==> src/rtl/lcd_timing_ctrl_pkg.sv <==
// ----------------------------------------------------------------------------
// lcd_timing_pkg
// Purpose : shared LCD timing constants (the parameter defaults), port widths
//           and the PPU mode encoding used by the timing controller.
// Ports   : none (package).
// ----------------------------------------------------------------------------
package lcd_timing_pkg;

   // Default timing of a 456-dot x 154-line frame
   localparam int unsigned DOTS_PER_LINE_DEF   = 456;
   localparam int unsigned LINES_PER_FRAME_DEF = 154;
   localparam int unsigned VISIBLE_LINES_DEF   = 144;
   localparam int unsigned OAM_DOTS_DEF        = 80;
   localparam int unsigned DRAW_DOTS_DEF       = 172;

   // Port widths
   localparam int unsigned DOT_W = 9;
   localparam int unsigned LY_W  = 8;
   localparam int unsigned SCX_W = 3;
   localparam int unsigned IE_W  = 4;

   // STAT mode field encoding
   typedef enum logic [1:0] {
      HBLANK = 2'd0,
      VBLANK = 2'd1,
      OAM    = 2'd2,
      DRAW   = 2'd3
   } lcd_mode_e;

endpackage

==> src/rtl/lcd_timing_ctrl_if.sv <==
// ----------------------------------------------------------------------------
// lcd_timing_ctrl_if
// Purpose : register-side bundle between the CPU register file and the LCD
//           timing controller.
// Signals : lcd_en, lyc, scx_lo, stat_ie      (register file -> controller)
//           ly, dot, mode, lyc_eq,
//           irq_vblank, irq_stat             (controller -> register file)
// Modports: master = register file side, slave = timing controller side.
// ----------------------------------------------------------------------------
interface lcd_timing_ctrl_if;
   import lcd_timing_pkg::*;

   logic              lcd_en;
   logic [LY_W-1:0]   lyc;
   logic [SCX_W-1:0]  scx_lo;
   logic [IE_W-1:0]   stat_ie;

   logic [LY_W-1:0]   ly;
   logic [DOT_W-1:0]  dot;
   logic [1:0]        mode;
   logic              lyc_eq;
   logic              irq_vblank;
   logic              irq_stat;

   modport master (
      output lcd_en, lyc, scx_lo, stat_ie,
      input  ly, dot, mode, lyc_eq, irq_vblank, irq_stat
   );

   modport slave (
      input  lcd_en, lyc, scx_lo, stat_ie,
      output ly, dot, mode, lyc_eq, irq_vblank, irq_stat
   );

endinterface

==> src/rtl/lcd_timing_ctrl_stat_irq.sv <==
// ----------------------------------------------------------------------------
// lcd_stat_irq
// Purpose : STAT interrupt edge detector. Emits a one-clk pulse on a 0->1
//           edge of the OR-ed STAT line; a source handing over to another
//           source with no low gap keeps the line high and gives no pulse.
// Ports   : clk, reset   - dot clock, async active-high reset
//           stat_line    - combined STAT request line
//           clr          - hold history and pulse at zero
//           pulse        - registered one-clk interrupt request
// ----------------------------------------------------------------------------
module lcd_stat_irq (
   input  logic clk,
   input  logic reset,
   input  logic stat_line,
   input  logic clr,
   output logic pulse
);

   logic line_q, line_d;
   logic pulse_q, pulse_d;

   // Edge history and pulse next-state
   always_comb begin
      line_d  = 1'b0;
      pulse_d = 1'b0;
      if (!clr) begin
         line_d  = stat_line;
         pulse_d = stat_line & ~line_q;
      end
   end

   always_ff @(posedge clk or posedge reset) begin
      if (reset) begin
         line_q  <= 1'b0;
         pulse_q <= 1'b0;
      end else begin
         line_q  <= line_d;
         pulse_q <= pulse_d;
      end
   end

   assign pulse = pulse_q;

endmodule

==> src/rtl/lcd_timing_ctrl.sv <==
// ----------------------------------------------------------------------------
// lcd_timing_ctrl
// Purpose : LCD dot/line timing generator. Counts dots and lines, derives the
//           PPU mode (OAM/DRAW/HBLANK/VBLANK), the LY==LYC flag and the
//           VBLANK and STAT interrupt pulses. All outputs are registered.
// Ports   : clk   - dot clock
//           reset - async active-high reset
//           bus   - lcd_timing_ctrl_if.slave (lcd_en, lyc, scx_lo, stat_ie in;
//                   ly, dot, mode, lyc_eq, irq_vblank, irq_stat out)
// ----------------------------------------------------------------------------
module lcd_timing_ctrl
   import lcd_timing_pkg::*;
#(
   parameter int unsigned DOTS_PER_LINE   = DOTS_PER_LINE_DEF,
   parameter int unsigned LINES_PER_FRAME = LINES_PER_FRAME_DEF,
   parameter int unsigned VISIBLE_LINES   = VISIBLE_LINES_DEF,
   parameter int unsigned OAM_DOTS        = OAM_DOTS_DEF,
   parameter int unsigned DRAW_DOTS       = DRAW_DOTS_DEF
) (
   input  logic              clk,
   input  logic              reset,
   lcd_timing_ctrl_if.slave  bus
);

   localparam int unsigned DRAW_END = OAM_DOTS + DRAW_DOTS;

   logic [DOT_W-1:0] dot_q, dot_d;
   logic [LY_W-1:0]  ly_q, ly_d;
   lcd_mode_e        mode_q, mode_d;
   logic [SCX_W-1:0] pen_q, pen_d;
   logic             run_q, run_d;
   logic             lyc_eq_q, lyc_eq_d;
   logic             irq_vblank_q, irq_vblank_d;
   logic             stat_line_c;
   logic             stat_clr_c;
   logic             irq_stat_c;

   // Next-state: counters, mode and pen are decoded from the new dot/ly so
   // that mode moves in the same clk as the position that causes it.
   always_comb begin
      dot_d        = dot_q;
      ly_d         = ly_q;
      mode_d       = mode_q;
      pen_d        = pen_q;
      run_d        = run_q;
      irq_vblank_d = 1'b0;
      lyc_eq_d     = (ly_q == bus.lyc);

      if (!bus.lcd_en) begin
         dot_d  = '0;
         ly_d   = '0;
         mode_d = HBLANK;
         run_d  = 1'b0;
      end else if (!run_q) begin
         // first enabled clk: park at the start of line 0
         dot_d  = '0;
         ly_d   = '0;
         mode_d = OAM;
         run_d  = 1'b1;
      end else begin
         irq_vblank_d = (ly_q == LY_W'(VISIBLE_LINES)) && (dot_q == '0);

         if (dot_q == DOT_W'(DOTS_PER_LINE - 1)) begin
            dot_d = '0;
            ly_d  = (ly_q == LY_W'(LINES_PER_FRAME - 1)) ? '0 : ly_q + LY_W'(1);
         end else begin
            dot_d = dot_q + DOT_W'(1);
         end

         if (ly_d >= LY_W'(VISIBLE_LINES)) begin
            mode_d = VBLANK;
         end else if (dot_d < DOT_W'(OAM_DOTS)) begin
            mode_d = OAM;
         end else begin
            // pen is latched on entry to DRAW and held for the rest of the line
            if (dot_d == DOT_W'(OAM_DOTS)) begin
               pen_d = bus.scx_lo;
            end
            mode_d = (dot_d < DOT_W'(DRAW_END) + DOT_W'(pen_d)) ? DRAW : HBLANK;
         end
      end
   end

   always_ff @(posedge clk or posedge reset) begin
      if (reset) begin
         dot_q        <= '0;
         ly_q         <= '0;
         mode_q       <= HBLANK;
         pen_q        <= '0;
         run_q        <= 1'b0;
         lyc_eq_q     <= 1'b0;
         irq_vblank_q <= 1'b0;
      end else begin
         dot_q        <= dot_d;
         ly_q         <= ly_d;
         mode_q       <= mode_d;
         pen_q        <= pen_d;
         run_q        <= run_d;
         lyc_eq_q     <= lyc_eq_d;
         irq_vblank_q <= irq_vblank_d;
      end
   end

   // STAT line from the registered mode/flag as seen by software
   assign stat_line_c = (bus.stat_ie[0] & (mode_q == HBLANK)) |
                        (bus.stat_ie[1] & (mode_q == VBLANK)) |
                        (bus.stat_ie[2] & (mode_q == OAM))    |
                        (bus.stat_ie[3] & lyc_eq_q);

   // History stays cleared while disabled and on the restart clk, so the
   // parked HBLANK state never counts as a prior high level.
   assign stat_clr_c = ~(bus.lcd_en & run_q);

   lcd_stat_irq u_stat_irq (
      .clk       (clk),
      .reset     (reset),
      .stat_line (stat_line_c),
      .clr       (stat_clr_c),
      .pulse     (irq_stat_c)
   );

   assign bus.dot        = dot_q;
   assign bus.ly         = ly_q;
   assign bus.mode       = mode_q;
   assign bus.lyc_eq     = lyc_eq_q;
   assign bus.irq_vblank = irq_vblank_q;
   assign bus.irq_stat   = irq_stat_c;

endmodule
==> src/flat_wrapper.sv <==
// flat-port wrapper written by rule: the top's interface ports become plain ports
module lcd_timing_ctrl_flat import lcd_timing_pkg::*;
#(
   parameter int unsigned DOTS_PER_LINE   = DOTS_PER_LINE_DEF,
   parameter int unsigned LINES_PER_FRAME = LINES_PER_FRAME_DEF,
   parameter int unsigned VISIBLE_LINES   = VISIBLE_LINES_DEF,
   parameter int unsigned OAM_DOTS        = OAM_DOTS_DEF,
   parameter int unsigned DRAW_DOTS       = DRAW_DOTS_DEF
)
  (clk, reset, bus_lcd_en, bus_lyc, bus_scx_lo, bus_stat_ie, bus_ly, bus_dot, bus_mode, bus_lyc_eq, bus_irq_vblank, bus_irq_stat);
  lcd_timing_ctrl_if bus_i ();
  input  logic clk;
  input  logic reset;
  input wire logic [$bits(bus_i.lcd_en)-1:0] bus_lcd_en;
  input wire logic [$bits(bus_i.lyc)-1:0] bus_lyc;
  input wire logic [$bits(bus_i.scx_lo)-1:0] bus_scx_lo;
  input wire logic [$bits(bus_i.stat_ie)-1:0] bus_stat_ie;
  output wire logic [$bits(bus_i.ly)-1:0] bus_ly;
  output wire logic [$bits(bus_i.dot)-1:0] bus_dot;
  output wire logic [$bits(bus_i.mode)-1:0] bus_mode;
  output wire logic [$bits(bus_i.lyc_eq)-1:0] bus_lyc_eq;
  output wire logic [$bits(bus_i.irq_vblank)-1:0] bus_irq_vblank;
  output wire logic [$bits(bus_i.irq_stat)-1:0] bus_irq_stat;
  assign bus_i.lcd_en = bus_lcd_en;
  assign bus_i.lyc = bus_lyc;
  assign bus_i.scx_lo = bus_scx_lo;
  assign bus_i.stat_ie = bus_stat_ie;
  assign bus_ly = bus_i.ly;
  assign bus_dot = bus_i.dot;
  assign bus_mode = bus_i.mode;
  assign bus_lyc_eq = bus_i.lyc_eq;
  assign bus_irq_vblank = bus_i.irq_vblank;
  assign bus_irq_stat = bus_i.irq_stat;
  lcd_timing_ctrl #(.DOTS_PER_LINE(DOTS_PER_LINE), .LINES_PER_FRAME(LINES_PER_FRAME), .VISIBLE_LINES(VISIBLE_LINES), .OAM_DOTS(OAM_DOTS), .DRAW_DOTS(DRAW_DOTS)) u_core (.clk(clk), .reset(reset), .bus(bus_i));
endmodule
==> config.mk <==
export PLATFORM = sky130hd
export DESIGN_NAME = lcd_timing_ctrl_flat
export DESIGN_NICKNAME = d
export VERILOG_FILES = /design/src/rtl/lcd_timing_ctrl_pkg.sv /design/src/rtl/lcd_timing_ctrl_if.sv /design/src/rtl/lcd_timing_ctrl_stat_irq.sv /design/src/rtl/lcd_timing_ctrl.sv /design/src/flat_wrapper.sv
export SDC_FILE = /design/constraint.sdc
export NUM_CORES = 1
export LEC_CHECK = 0
export BUFFER_PORTS_ARGS = -buffer_cell sky130_fd_sc_hd__buf_4
export CORE_ASPECT_RATIO = 1.2
export CORE_MARGIN = 4
export CORE_UTILIZATION = 61
export CTS_BUF_LIST = sky130_fd_sc_hd__clkbuf_4
export DETAILED_ROUTE_END_ITERATION = 10
export HOLD_SLACK_MARGIN = 0.02
export PLACE_DENSITY = 0.87
export REMOVE_ABC_BUFFERS = 1
export SETUP_SLACK_MARGIN = 0.5
export SKIP_CTS_REPAIR_TIMING = 1
export SYNTH_ARGS = -nofsm -noshare
export SYNTH_HDL_FRONTEND = slang
export SYNTH_HIERARCHICAL = 1
export SYNTH_SLANG_ARGS = --single-unit
==> constraint.sdc <==
create_clock -name clk -period 8.15 [get_ports clk]
set_input_delay 0.4075 -clock clk [delete_from_list [all_inputs] [get_ports clk]]
set_output_delay 0.4075 -clock clk [all_outputs]
set_load 0.03 [all_outputs]
== Yosys cells after proc, flatten, opt, wreduce, memory -nomap -nowiden ==
Cells that the tools add are included.
Word-level totals
  output and inout bits: 22
  input bits: 18
  bits in registers: 27
Cells by class
  $lt $le $gt $ge: 3
  reduce and logical (&&, ||, !) cells: 4
  $add $sub $neg: 3
  bitwise operators: 12
  equal/unequal tests: 7
  muxes and demuxes: 26
Operators by type and width (number)
  $mux 8: 6
  $mux 9: 5
  $eq 8x8->1 const B: 2
  $mux 3: 5
  $mux 2: 5
  $add 8x3->9 const A: 1
  $add 9x1->9 const B: 1
  $eq 9x7->1 const B: 1
  $eq 9x9->1 const B: 1
  $logic_not 9->1: 1
  $lt 9x7->1 const B: 1
  $lt 9x9->1: 1
  $add 8x1->8 const B: 1
  $eq 8x8->1: 1
  $ge 8x8->1 const B: 1
  $and 1x1->1: 6
  $mux 1: 5
  $reduce_and 4->1: 1
  $not 1->1: 3
  $or 1x1->1: 3
  $eq 2x1->1 const B: 1
  $eq 2x2->1 const B: 1
  $logic_not 2->1: 1
  $logic_and 1x1->1: 1

== Depth between registers and ports, before layout ==
Gate-level depths: netlist (run 1).
  depth after elaboration: 17
  mapped depth: 13
  gate-level depth less buffers: 13

== Modules after synthesis ==
The synthesis (run 1) kept the hierarchy.
Modules (own cells, without submodules)
  lcd_timing_ctrl: instances 1, area each 1878.1 um^2, cells each 198
  lcd_stat_irq: instances 1, area each 72.6 um^2, cells each 5

== Least setup slack after synthesis (run 1) ==
No wires, ideal clock.
  path type: register to register
  from: register u_core.dot_q[1] (netlist: u_core/bus.dot[1])
  to: register u_core.mode_q[0] (netlist: u_core/bus.mode[0])
  arrival: 3.660 ns
  buffers on the path: 0
  slack: 4.387 ns
  data required time: 8.047 ns
  cell stages (with the launch flop): 13
  cells stage by stage: dfrtp_1 -> ha_1 -> nand3_1 -> xnor2_2 -> or4b_4 -> nor4_4 -> mux2_2 -> ha_1 -> a2111oi_0 -> o21ai_0 -> a31oi_1 -> nor2_1 -> o41ai_2
On the way
  cells in the longest elaborated chain, start to end: 17
  elaborated cells between the ends (all ways): 23
  those cells by class: 2 x add/sub; 3 x order compare; 2 x eq/ne; 16 x mux
RTL lines
  start: declaration: line lcd_timing_ctrl.sv:27  | logic [DOT_W-1:0] dot_q, dot_d;
  start signal: assignment: line lcd_timing_ctrl.sv:94  | dot_q <= dot_d;
  $add 9x1->9 / $eq 9x9->1 (equally long branches): line lcd_timing_ctrl.sv:67, lcd_timing_ctrl.sv:63
  $mux 9: line lcd_timing_ctrl.sv:63  | if (dot_q == DOT_W'(DOTS_PER_LINE - 1)) begin
  $mux 9: line lcd_timing_ctrl.sv:54  | end else if (!run_q) begin
  $mux 9: line lcd_timing_ctrl.sv:49  | if (!bus.lcd_en) begin
  $eq 9x7->1: line lcd_timing_ctrl.sv:76  | if (dot_d == DOT_W'(OAM_DOTS)) begin
  $mux 3: line lcd_timing_ctrl.sv:76
  $mux 3: line lcd_timing_ctrl.sv:72  | end else if (dot_d < DOT_W'(OAM_DOTS)) begin
  $mux 3: line lcd_timing_ctrl.sv:70  | if (ly_d >= LY_W'(VISIBLE_LINES)) begin
  [2 not listed]
  $add 8x3->9: line lcd_timing_ctrl.sv:79  | mode_d = (dot_d < DOT_W'(DRAW_END) + DOT_W'(pen_d)) ? DRAW : HBLANK;
  $lt 9x9->1: line lcd_timing_ctrl.sv:79
  $mux 2: line lcd_timing_ctrl.sv:79
  $mux 2: line lcd_timing_ctrl.sv:72
  $mux 2 (*): line lcd_timing_ctrl.sv:70
  $mux 2 (*): line lcd_timing_ctrl.sv:54
  $mux 2 (*): line lcd_timing_ctrl.sv:49
  named net u_core.mode_d[0]: line lcd_timing_ctrl.sv:29  | lcd_mode_e mode_q, mode_d;
  end signal: assignment: line lcd_timing_ctrl.sv:96  | mode_q <= mode_d;
  end: declaration: line lcd_timing_ctrl.sv:29
Mark *: on every way through the listed nets, which the timed path passes. The rest lies on a longest branch. The select of a mux whose other input is x is not followed.
A chain may end at the register's enable or synchronous reset.

== Worst setup path in the final report (run 1) ==
  from: register u_core.dot_q[0] (netlist: u_core/bus.dot[0])
  to: register u_core.mode_q[1] (netlist: u_core/bus.mode[1])
Same word-level chain as after synthesis.

==> results of run 1 <==
==> cell families after synthesis <==
| kind of cell | after synthesis |
|---|---|
| DFF | 27 |
| AOI/OAI and AO/OA | 26 |
| buffers and inverters | 20 |
| muxes | 8 |
| and+or+nand+nor | 87 |
| xor gates and xnor gates | 22 |
| adders and majority gates | 13 |
==> flip-flops by register name, indices dropped and copies added, names as in the netlist <==
name / flops
u_core/bus.mode: 2
u_core/pen_q: 3
u_core/bus.ly: 8
u_core/u_stat_irq/pulse: 1
u_core/bus.irq_vblank: 1
u_core/run_q: 1
u_core/u_stat_irq/line_q: 1
u_core/bus.lyc_eq: 1
u_core/bus.dot: 9
==> worst max-delay path, cell delays in order, from the launching register on <==
cell and delay, ns:
dfrtp_1 0.48, ha_1 0.33, nand3_1 0.19, xnor2_2 0.24
or4b_4 0.50, nor4_4 0.30, mux2_2 0.46, ha_1 0.33
a2111oi_0 0.40, o21ai_0 0.20, a31oi_1 0.22, o221ai_1 0.17
o221ai_1 0.20
==> cell type report <==
class	instances	area share, %
clock buffer	4	1.34
inverter	11	1.84
tap	36	2.00
multi-input combinational	156	51.3
sequential	27	30.1
timing repair buffer	40	13.5
==> power groups by stage <==
stage	logic, mW	registers, mW	clock network [mW]
2_1_floorplan	0.00972	0.141	0
3_3_place_gp	0.0226	0.139	0
3_5_place_dp	0.0235	0.139	0
4_1_cts	0.0236	0.137	0.0623
5_1_grt	0.0261	0.137	0.0651
6_report	0.0239	0.137	0.0599
==> cells in the mapped netlist (4+ instances only) <==
| library cell | count | share of area, % |
|---|---|---|
| nor3_1 | 9 | 2.3 |
| xor2_1 | 4 | 1.8 |
| xnor2_1 | 17 | 7.6 |
| and2_1 | 5 | 1.6 |
| a21oi_1 | 5 | 1.3 |
| ha_1 | 13 | 8.3 |
| nand2_1 | 12 | 2.3 |
| inv_1 | 11 | 2.1 |
| nor2_1 | 22 | 4.2 |
| nand3_1 | 8 | 2.1 |
| nand4_1 | 12 | 3.8 |
| dfrtp_1 | 27 | 35 |
| nor2b_1 | 4 | 1.3 |
==> routing by layer <==
layer	share of wire [%]	routed length (µm)	up-vias	track usage, %
li1	-	-	798	-
met1	39	1810	809	28.2
met2	53	2410	69	38.6
met3	6.6	304	6	2.96
met4	1.3	59	0	7.64
met5	0	0	-	0
==> path summary, 6_finish.rpt <==
kind,cells past startpoint,slack (ns),to,startpoint
worst max-delay path,12,4.04,u_core/bus.mode[1]$_DFF_PP0_,u_core/bus.dot[0]$_DFF_PP0_
worst min-delay path,1,0.23,u_core/run_q$_DFF_PP0_,bus_lcd_en
worst max register to register,12,4.04,u_core/bus.mode[1]$_DFF_PP0_,u_core/bus.dot[0]$_DFF_PP0_
worst min register to register,1,0.44,u_core/u_stat_irq/pulse$_DFF_PP0_,u_core/u_stat_irq/line_q$_DFF_PP0_
max in group asynchronous,3,6.68,u_core/pen_q[2]$_DFFE_PP0P_,reset
min in group asynchronous,3,0.48,u_core/u_stat_irq/line_q$_DFF_PP0_,reset
==> stage by stage <==
step	hold WS [ns]	instance area [µm²]	instances	setup WS, ns
after floorplan	0.149	1870	194	4.37
after global placement	0.274	2210	269	4.40
after detailed placement	0.276	2210	269	4.22
after CTS	-0.0809	2240	273	4.17
after global routing	0.217	2250	274	3.81
final	0.231	2250	274	4.04
==> results by group, run 1 <==
Run status
  – Outcome: completed

Global route
  – GRT Overall Usage: 22.5%
  – Largest net degree at the start of global routing: 26
  – GRT Residual Overflow: 0
  – Initial antenna violation count: 0
  – Number of global-route vias before repair: 1648
  – Global-route wire length before repair: 7440 µm

Final layout
  – Share of the core filled with cells: 73.6%
  – Most common cell after layout, fill and taps aside: buf_4
  – Antenna Diode Count: 0
  – Final net count: 270
  – Area used by sequential logic in the layout: 676 µm²
  – Commonest cells after routing, fill and taps aside: buf_4, dfrtp_1, nor2_1
  – Total area of multi-input combinational cells: 0.00115 mm²
  – Layout filler cell count: 243
  – Area growth from synthesis to final layout: 15.3%
  – Share of layout cells above drive strength 1: 26.5%

Yosys
  – Yosys reg bits: 27
  – Warning count from the yosys run: 6
  – Number of enable-type register cells in the synthesized netlist: 0
  – Fraction of registers with async set or reset after synthesis: 100%
  – Largest family of logic cells by synthesized area: simple AND/OR/NAND/NOR gates
  – Portion of the post-synthesis area used by sequential elements: 34.6%
  – Fraction of the mapped netlist area in adder cells: 8.34%
  – Commonest register cell after synthesis: dfrtp_1
  – Post-synthesis compound-gate area fraction: 10.5%
  – Average size of a mapped cell: 9.61 µm²
  – Xor and xnor area share after synthesis: 10.3%
  – Post-synthesis simple-gate area fraction: 25.7%
  – Synthesized netlist cell count: 203
  – Total standard cell area after synthesis: 0.00195 mm²
  – Number of unique standard cell types used by synthesis: 49
  – Share of cell area taken by muxes after synthesis: 4.43%

Critical path
  – Data arrival at the endpoint of the critical path: 4.34 ns
  – Nature of the critical path endpoint: register
  – Peak fanout along the critical path: 8
  – Worst endpoint required time: 8.38 ns
  – Worst Setup Start Kind: register
  – Critical path class: register to register

STA
  – Sum of negative setup slack: 0 ns
  – Top achievable clock speed: 0.244 GHz
  – Max Transition Viols Final: 0
  – Crit share post-route: 50.4%
  – Shortest clock period the worst path allows after layout: 4.11 ns
  – Setup skew after layout: 0.00260 ns
  – RSZ-0062 raised after global routing: no
  – Final count of negative-setup-slack endpoints: 0
  – Slew of the pin with the lowest slew margin: 0.992 ns
  – Final hold viol count: 0
  – Slew HR: 33.8%

Die
  – Overall die area: 0.00417 mm²
  – Area of the core: 0.00306 mm²
  – Initial Util: 63.8%
  – Width of the die: 59.6 µm
  – Count of standard-cell rows: 22
  – I/O pin total: 40
  – Chip Height: 69.9 µm

Routing
  – Number of detailed-route iterations in the first pass: 5
  – Avg Vias per Cell: 6.14
  – Average detailed-routed wire length per instance: 16.7 µm
  – Residual antenna-violating net count after detailed routing: 0
  – DRC errors left: 0
  – Detailed Route Iter0 Violations: 68
  – Number of vias in the routed layout: 1682
  – Total Wirelength: 4580 µm

CTS
  – Clock input transition at the sequential cells of the worst setup and hold paths: 0.14 ns
  – Maximum clock insertion buffer count: 2
  – TritonCTS clock tree: built
  – Number of sinks handled by clock tree synthesis: 27
  – Cell at the root of the clock tree: clkbuf_4
  – Insertion delay to the later sink of the worst-skew pair: 0.31 ns
  – CTS H-Tree Depth: 1
  – Number of buffers created by CTS: 3

Power and ir drop
  – Sw Ratio: 23.4%
  – Internal Dissipation: 0.169 mW
  – Net load switching power: 0.0517 mW
  – Total chip power: 0.221 mW
  – Worst vdd ir: 73.4 µV
  – Share of total power in the clock network: 27.1%
  – Sequential fraction of design power: 62.0%
  – Leakage component of the power: 1.04 nW
  – Power per Cell Area: 98.1 mW/mm²
  – Share of total power in combinational logic: 10.8%

Placed design
  – Post-detailed-placement half-perimeter wirelength: 3570 µm
  – Port buffer count: 39
  – Final GP Congestion: 0.910

Run
  – Max capacitance violation total: 0

Min path
  – Tightest Hold Check Type: input port to register
Note: power is estimated with default switching activity, not from simulation.
==> run 2, diff against run 1 <==
CORE_UTILIZATION = 57   (was 61)
PLACE_DENSITY = 0.82   (was 0.87)
clock period = 4 ns   (was 8.15 ns; I/O delays follow)
==> run 2 against run 1 <==
Sequential power is 100% higher. Clock power is 110% higher. Largest cell class unchanged. Clock skew is 0.0031 ns higher. Critical path depth stayed put. Hold slack worse by 0.14 ns. Non-clock buffer count is 8 higher. Flip-flop and latch count stayed put. First-iteration DRC count is 29% higher. Highest routed layer unchanged. Die area is 6.1% higher. Maximum frequency is 17% higher. Worst setup slack worse by 3.6 ns. Critical endpoint is now u_core/bus.mode[0]$_DFF_PP0_.
==> results by group, run 2 (synthesis results as in run 1) <==
Final layout
  – Final net count: 278
  – Most common cell after layout, fill and taps aside: buf_4
  – Area used by sequential logic in the layout: 681 µm²
  – Commonest cells after routing, fill and taps aside: buf_4, dfrtp_1, nor2_1
  – Cell area after layout: 0.00240 mm²
  – Flip-flop count of the largest register, all copies and words added: 9
  – Total area of multi-input combinational cells: 0.00123 mm²
  – Share of layout cells above drive strength 1: 34.1%
  – Antenna Diode Count: 0
  – Layout filler cell count: 261
  – Area growth from synthesis to final layout: 23.0%

STA
  – Final count of negative-setup-slack endpoints: 0
  – Final hold viol count: 0
  – Max Transition Viols Final: 0
  – Top achievable clock speed: 0.284 GHz
  – Shortest clock period the worst path allows after layout: 3.52 ns
  – RSZ-0062 raised after global routing: yes
  – Sum of negative setup slack: 0 ns
  – Setup skew after layout: 0.00574 ns
  – Crit share post-route: 88.1%
  – Slew of the pin with the lowest slew margin: 0.980 ns
  – Slew HR: 34.6%

CTS
  – Insertion delay to the later sink of the worst-skew pair: 0.32 ns
  – Cell at the root of the clock tree: clkbuf_4
  – Number of sinks handled by clock tree synthesis: 27
  – Number of buffers created by CTS: 3
  – TritonCTS clock tree: built
  – Clock input transition at the sequential cells of the worst setup and hold paths: 0.15 ns
  – Maximum clock insertion buffer count: 2
  – CTS H-Tree Depth: 1

Power and ir drop
  – Net load switching power: 0.110 mW
  – Sw Ratio: 24.0%
  – Power per Cell Area: 191 mW/mm²
  – Worst vdd ir: 136 µV
  – Internal Dissipation: 0.348 mW
  – Share of total power in combinational logic: 11.6%
  – Share of total power in the clock network: 27.4%
  – Leakage component of the power: 1.07 nW
  – Sequential fraction of design power: 61.0%

Critical path
  – Peak fanout along the critical path: 7
  – Worst endpoint required time: 4.23 ns
  – Data arrival at the endpoint of the critical path: 3.75 ns
  – Worst reg2reg path endpoint: u_core/bus.mode[0]$_DFF_PP0_
  – Depth of the most critical reg-to-reg path: 12
  – R2r setup slk: 0.48 ns
  – Reg2reg start: u_core/bus.dot[0]$_DFF_PP0_
  – Critical path class: register to register
  – Nature of the critical path endpoint: register
  – Worst Setup Start Kind: register

Die
  – Initial Util: 58.9%
  – Chip Height: 72.1 µm
  – Count of standard-cell rows: 23
  – Width of the die: 61.4 µm
  – I/O pin total: 40
  – Area of the core: 0.00331 mm²
  – Overall die area: 0.00443 mm²

Placed design
  – Port buffer count: 39
  – Standard cell area after detailed placement: 0.00222 mm²
  – Final GP Congestion: 0.873
  – Post-detailed-placement half-perimeter wirelength: 3400 µm

Routing
  – DRC errors left: 0
  – Number of vias in the routed layout: 1708
  – Residual antenna-violating net count after detailed routing: 0
  – Average detailed-routed wire length per instance: 17.0 µm
  – Avg Vias per Cell: 6.04
  – Total Wirelength: 4820 µm
  – Detailed Route Iter0 Violations: 88
  – Number of detailed-route iterations in the first pass: 4

Global route
  – Number of global-route vias before repair: 1618
  – Largest net degree at the start of global routing: 26
  – Global-route wire length before repair: 7150 µm
  – GRT Overall Usage: 21.0%
  – Initial antenna violation count: 0
  – GRT Residual Overflow: 0

Min path
  – Worst hold stages: 2
  – Worst-case hold path end point: u_core/pen_q[1]$_DFFE_PP0P_
  – Worst Min Path Start: bus_scx_lo[1]
  – Tightest Hold Check Type: input port to register

Run status
  – Outcome: completed

Run
  – Max capacitance violation total: 0
## run 2: cell types whose count changed in the layout (fill, tap and decap cells not counted), sizes merged
cell | before | now
buf | 39 | 46
dlygate4sd3 | 1 | 2
## run 2: power by group through the flow
stage	Sequential, mW	Clock, mW	Combinational [mW]
global route	0.280	0.141	0.0577
floorplan	0.287	0	0.0198
CTS	0.279	0.130	0.0474
detailed placement	0.284	0	0.0473
global placement	0.284	0	0.0465
finish	0.279	0.125	0.0529
## run 2: worst max-delay path by stage
stage,endpoint,cells after the start,slack (ns),startpoint
3_3_place_gp,u_core/bus.mode[0]$_DFF_PP0_,12,0.40,u_core/bus.dot[0]$_DFF_PP0_
6_report,u_core/bus.mode[0]$_DFF_PP0_,12,0.48,u_core/bus.dot[0]$_DFF_PP0_
5_1_grt,u_core/bus.mode[0]$_DFF_PP0_,12,0.34,u_core/bus.dot[1]$_DFF_PP0_
3_5_place_dp,u_core/bus.mode[0]$_DFF_PP0_,12,0.21,u_core/bus.dot[0]$_DFF_PP0_
4_1_cts,u_core/bus.mode[0]$_DFF_PP0_,12,0.04,u_core/bus.dot[0]$_DFF_PP0_
2_1_floorplan,u_core/bus.mode[0]$_DFF_PP0_,12,0.22,u_core/bus.dot[1]$_DFF_PP0_
## run 2: area by class of cell
type | instances | area share (%)
multi-input cells | 156 | 51.5
flip-flops and latches | 27 | 28.4
repair buffers | 48 | 15.2
well taps | 37 | 1.93
inverters | 11 | 1.72
clock buffers | 4 | 1.25
## run 2: through the flow
| step | setup slack, ns | util, % | power, mW | cells | hold slack [ns] |
|---|---|---|---|---|---|
| global placement | 0.395 | 67.2 | 0.330 | 272 | 0.0684 |
| CTS | 0.0420 | 68.1 | 0.457 | 276 | -0.296 |
| global route | 0.337 | 72.5 | 0.478 | 283 | 0.0855 |
| floorplan | 0.217 | - | 0.307 | 194 | -0.0588 |
| finish | 0.475 | 72.5 | 0.457 | 283 | 0.0935 |
| detailed placement | 0.211 | 67.2 | 0.331 | 272 | 0.0693 |
## run 2: critical path, cell delays in order (launching register included)
cell and delay, ns:
dfrtp_2 0.48, buf_4 0.16, inv_2 0.08, ha_4 0.22, or4b_4 0.54, nor4_4 0.31, mux2_4 0.39, ha_2 0.22
a2111oi_4 0.34, o21ai_1 0.15, a31oi_2 0.19, nor2_1 0.08, o41ai_2 0.27
## run 2: metal layers
layer  up-vias  track usage, %  wire, µm
li1        809               -         -
met1       818            24.5      1860
met2        73            38.2      2570
met3         8            2.49       310
met4         0            7.31        72
met5         -               0         0
==> run 3, diff against run 2 <==
ABC_AREA = 1   (was not set)
CAP_MARGIN = 10   (was not set)
CORE_UTILIZATION = 56   (was 57)
==> run 3 against run 2 <==
Wire length decreased by 14%. Total power decreased by 1.4%. Via count decreased by 0.12%. First-iteration DRC count decreased by 31%.
==> results by group, run 3 <==
Run status
  – Outcome: completed

Die
  – Area of the core: 0.00308 mm²
  – Width of the die: 60.0 µm
  – Chip Height: 70.4 µm
  – I/O pin total: 40
  – Overall die area: 0.00422 mm²
  – Count of standard-cell rows: 22
  – Initial Util: 58.8%

Critical path
  – Depth of the most critical reg-to-reg path: 19
  – Peak fanout along the critical path: 13
  – Critical path class: register to register
  – R2r setup slk: 0.90 ns
  – Data arrival at the endpoint of the critical path: 3.37 ns
  – Nature of the critical path endpoint: register
  – Worst reg2reg path endpoint: u_core/bus.mode[1]$_DFF_PP0_
  – Reg2reg start: u_core/bus.dot[0]$_DFF_PP0_
  – Worst endpoint required time: 4.27 ns
  – Worst Setup Start Kind: register

STA
  – Max Transition Viols Final: 0
  – Crit share post-route: 77.6%
  – Shortest clock period the worst path allows after layout: 3.10 ns
  – Top achievable clock speed: 0.322 GHz
  – Final hold viol count: 0
  – Final count of negative-setup-slack endpoints: 0
  – RSZ-0062 raised after global routing: no
  – Sum of negative setup slack: 0 ns
  – Slew of the pin with the lowest slew margin: 0.951 ns
  – Setup skew after layout: 0.00243 ns
  – Slew HR: 36.5%

CTS
  – Cell at the root of the clock tree: clkbuf_4
  – Number of buffers created by CTS: 3
  – Insertion delay to the later sink of the worst-skew pair: 0.32 ns
  – TritonCTS clock tree: built
  – Clock input transition at the sequential cells of the worst setup and hold paths: 0.14 ns
  – Maximum clock insertion buffer count: 2
  – Number of sinks handled by clock tree synthesis: 27
  – CTS H-Tree Depth: 1

Min path
  – Tightest Hold Check Type: input port to register
  – Worst Min Path Start: bus_lyc[7]
  – Worst-case hold path end point: u_core/bus.lyc_eq$_DFF_PP0_
  – Worst hold stages: 4

Yosys
  – Number of unique standard cell types used by synthesis: 34
  – Synthesized netlist cell count: 235
  – Total standard cell area after synthesis: 0.00181 mm²
  – Commonest register cell after synthesis: dfrtp_1
  – Fraction of registers with async set or reset after synthesis: 100%
  – Number of enable-type register cells in the synthesized netlist: 0
  – Biggest area consumer among synthesized cells: dfrtp_1
  – Synth top area share: 37.2%
  – Warning count from the yosys run: 6
  – Portion of the post-synthesis area used by sequential elements: 37.2%
  – Average size of a mapped cell: 7.72 µm²
  – Yosys reg bits: 27
  – Most area-consuming cells after synthesis: dfrtp_1, nand2_1, ha_1
  – Top cell types by occurrence after synthesis: nand2_1, inv_1, nor2_1
  – Library cell with the highest instance count after synthesis: nand2_1

Global route
  – Global-route wire length before repair: 6980 µm
  – Initial antenna violation count: 0
  – Largest net degree at the start of global routing: 26
  – GRT Overall Usage: 21.2%
  – Number of global-route vias before repair: 1721
  – GRT Residual Overflow: 0

Power and ir drop
  – Sw Ratio: 23.9%
  – Share of total power in combinational logic: 10.5%
  – Worst vdd ir: 207 µV
  – Share of total power in the clock network: 27.8%
  – Net load switching power: 0.108 mW
  – Sequential fraction of design power: 61.6%
  – Total chip power: 0.451 mW
  – Internal Dissipation: 0.343 mW
  – Leakage component of the power: 1.19 nW
  – Power per Cell Area: 206 mW/mm²

Final layout
  – Flip-flop count of the largest register, all copies and words added: 9
  – Most common cell after layout, fill and taps aside: nand2_1
  – Antenna Diode Count: 0
  – Final net count: 309
  – Area growth from synthesis to final layout: 20.6%
  – Share of layout cells above drive strength 1: 24.5%
  – Commonest cells after routing, fill and taps aside: nand2_1, buf_4, inv_1

Placed design
  – Post-detailed-placement half-perimeter wirelength: 3310 µm
  – Port buffer count: 39
  – Final GP Congestion: 0.936

Run
  – Max capacitance violation total: 0

Routing
  – Number of vias in the routed layout: 1706
  – Avg Vias per Cell: 5.45
  – Number of detailed-route iterations in the first pass: 4
  – Residual antenna-violating net count after detailed routing: 0
  – Detailed Route Iter0 Violations: 61
  – Average detailed-routed wire length per instance: 13.3 µm
  – DRC errors left: 0
  – Total Wirelength: 4150 µm
==> run 3: cell count changes after synthesis, sizes merged, moves of 5 or more <==
cell / previous run / this run
and2: 6 / 0
inv: 11 / 35
mux2: 5 / 0
nand2: 12 / 50
nand3: 8 / 21
nand4: 14 / 6
nor2: 23 / 35
nor3: 10 / 5
o21ai: 5 / 10
xnor2: 18 / 4
==> run 3: worst max-delay path by stage <==
| stage | startpoint | end | slack [ns] | cells after the start |
|---|---|---|---|---|
| after CTS | u_core/bus.dot[1]$_DFF_PP0_ | u_core/bus.mode[1]$_DFF_PP0_ | 0.75 | 19 |
| final | u_core/bus.dot[0]$_DFF_PP0_ | u_core/bus.mode[1]$_DFF_PP0_ | 0.90 | 19 |
| after global routing | u_core/bus.dot[1]$_DFF_PP0_ | u_core/bus.mode[1]$_DFF_PP0_ | 0.50 | 18 |
| after detailed placement | u_core/bus.dot[1]$_DFF_PP0_ | u_core/bus.mode[1]$_DFF_PP0_ | 0.78 | 19 |
| after floorplan | u_core/bus.dot[1]$_DFF_PP0_ | u_core/bus.mode[1]$_DFF_PP0_ | 0.97 | 18 |
| after global placement | u_core/bus.dot[0]$_DFF_PP0_ | u_core/bus.mode[1]$_DFF_PP0_ | 0.94 | 19 |
==> run 3: final cells by class <==
cell class | count | area (µm²)
Multi-Input combinational cell | 170 | 992
Fill cell | 284 | 896
Sequential cell | 27 | 676
Timing Repair Buffer | 41 | 313
Inverter | 35 | 131
Tap cell | 36 | 45.0
Clock buffer | 4 | 30.0
==> run 3: cell families after synthesis <==
family,Yosys count,share of synthesized area (%)
muxes,1,0.552
xor gates and xnor gates,9,4.34
buffers and inverters,38,8.28
adders and majority gates,13,8.97
AOI/OAI and AO/OA,22,7.17
and+or+nand+nor,125,33.4
DFF,27,37.2
==> run 3: critical path, stage by stage, from the launching register on <==
cell	delay, ns
dfrtp_1	0.44
ha_1	0.25
nand2_2	0.10
nor2_2	0.05
nand2_2	0.23
nand2_1	0.16
nor2_4	0.12
nand2_1	0.07
nor2_2	0.11
nand2_2	0.11
o21ai_2	0.29
inv_1	0.11
ha_1	0.32
a21oi_1	0.14
o21ai_0	0.10
nor2_1	0.15
nand2_1	0.07
nand2_1	0.05
nand2_1	0.06
a21oi_2	0.11
==> run 3: per-stage QoR <==
step | worst slack, ns | hold slack (ns) | instances | util, % | area, µm²
after global routing | 0.503 | 0.157 | 313 | 70.9 | 2190
after CTS | 0.746 | -0.296 | 311 | 70.2 | 2160
after detailed placement | 0.777 | 0.0708 | 307 | 69.2 | 2130
after floorplan | 0.969 | -0.0588 | 232 | - | 1800
final | 0.897 | 0.167 | 313 | 70.9 | 2190
after global placement | 0.940 | 0.0654 | 307 | 69.2 | 2130
==> run 3: routing by layer <==
metal,global-route usage (%),up-vias,share of wire (%)
li1,-,840,-
met1,22.4,798,38
met2,38.1,52,52
met3,3.51,16,5.9
met4,11.1,0,3.5
met5,0,-,0
==> run 3: power by group through the flow <==
| stage | clock [mW] | combinational (mW) | sequential, mW |
|---|---|---|---|
| 2_1_floorplan | 0 | 0.0199 | 0.287 |
| 3_3_place_gp | 0 | 0.0459 | 0.283 |
| 3_5_place_dp | 0 | 0.0465 | 0.283 |
| 5_1_grt | 0.142 | 0.0531 | 0.279 |
| 6_report | 0.126 | 0.0475 | 0.278 |
| 4_1_cts | 0.129 | 0.0466 | 0.278 |
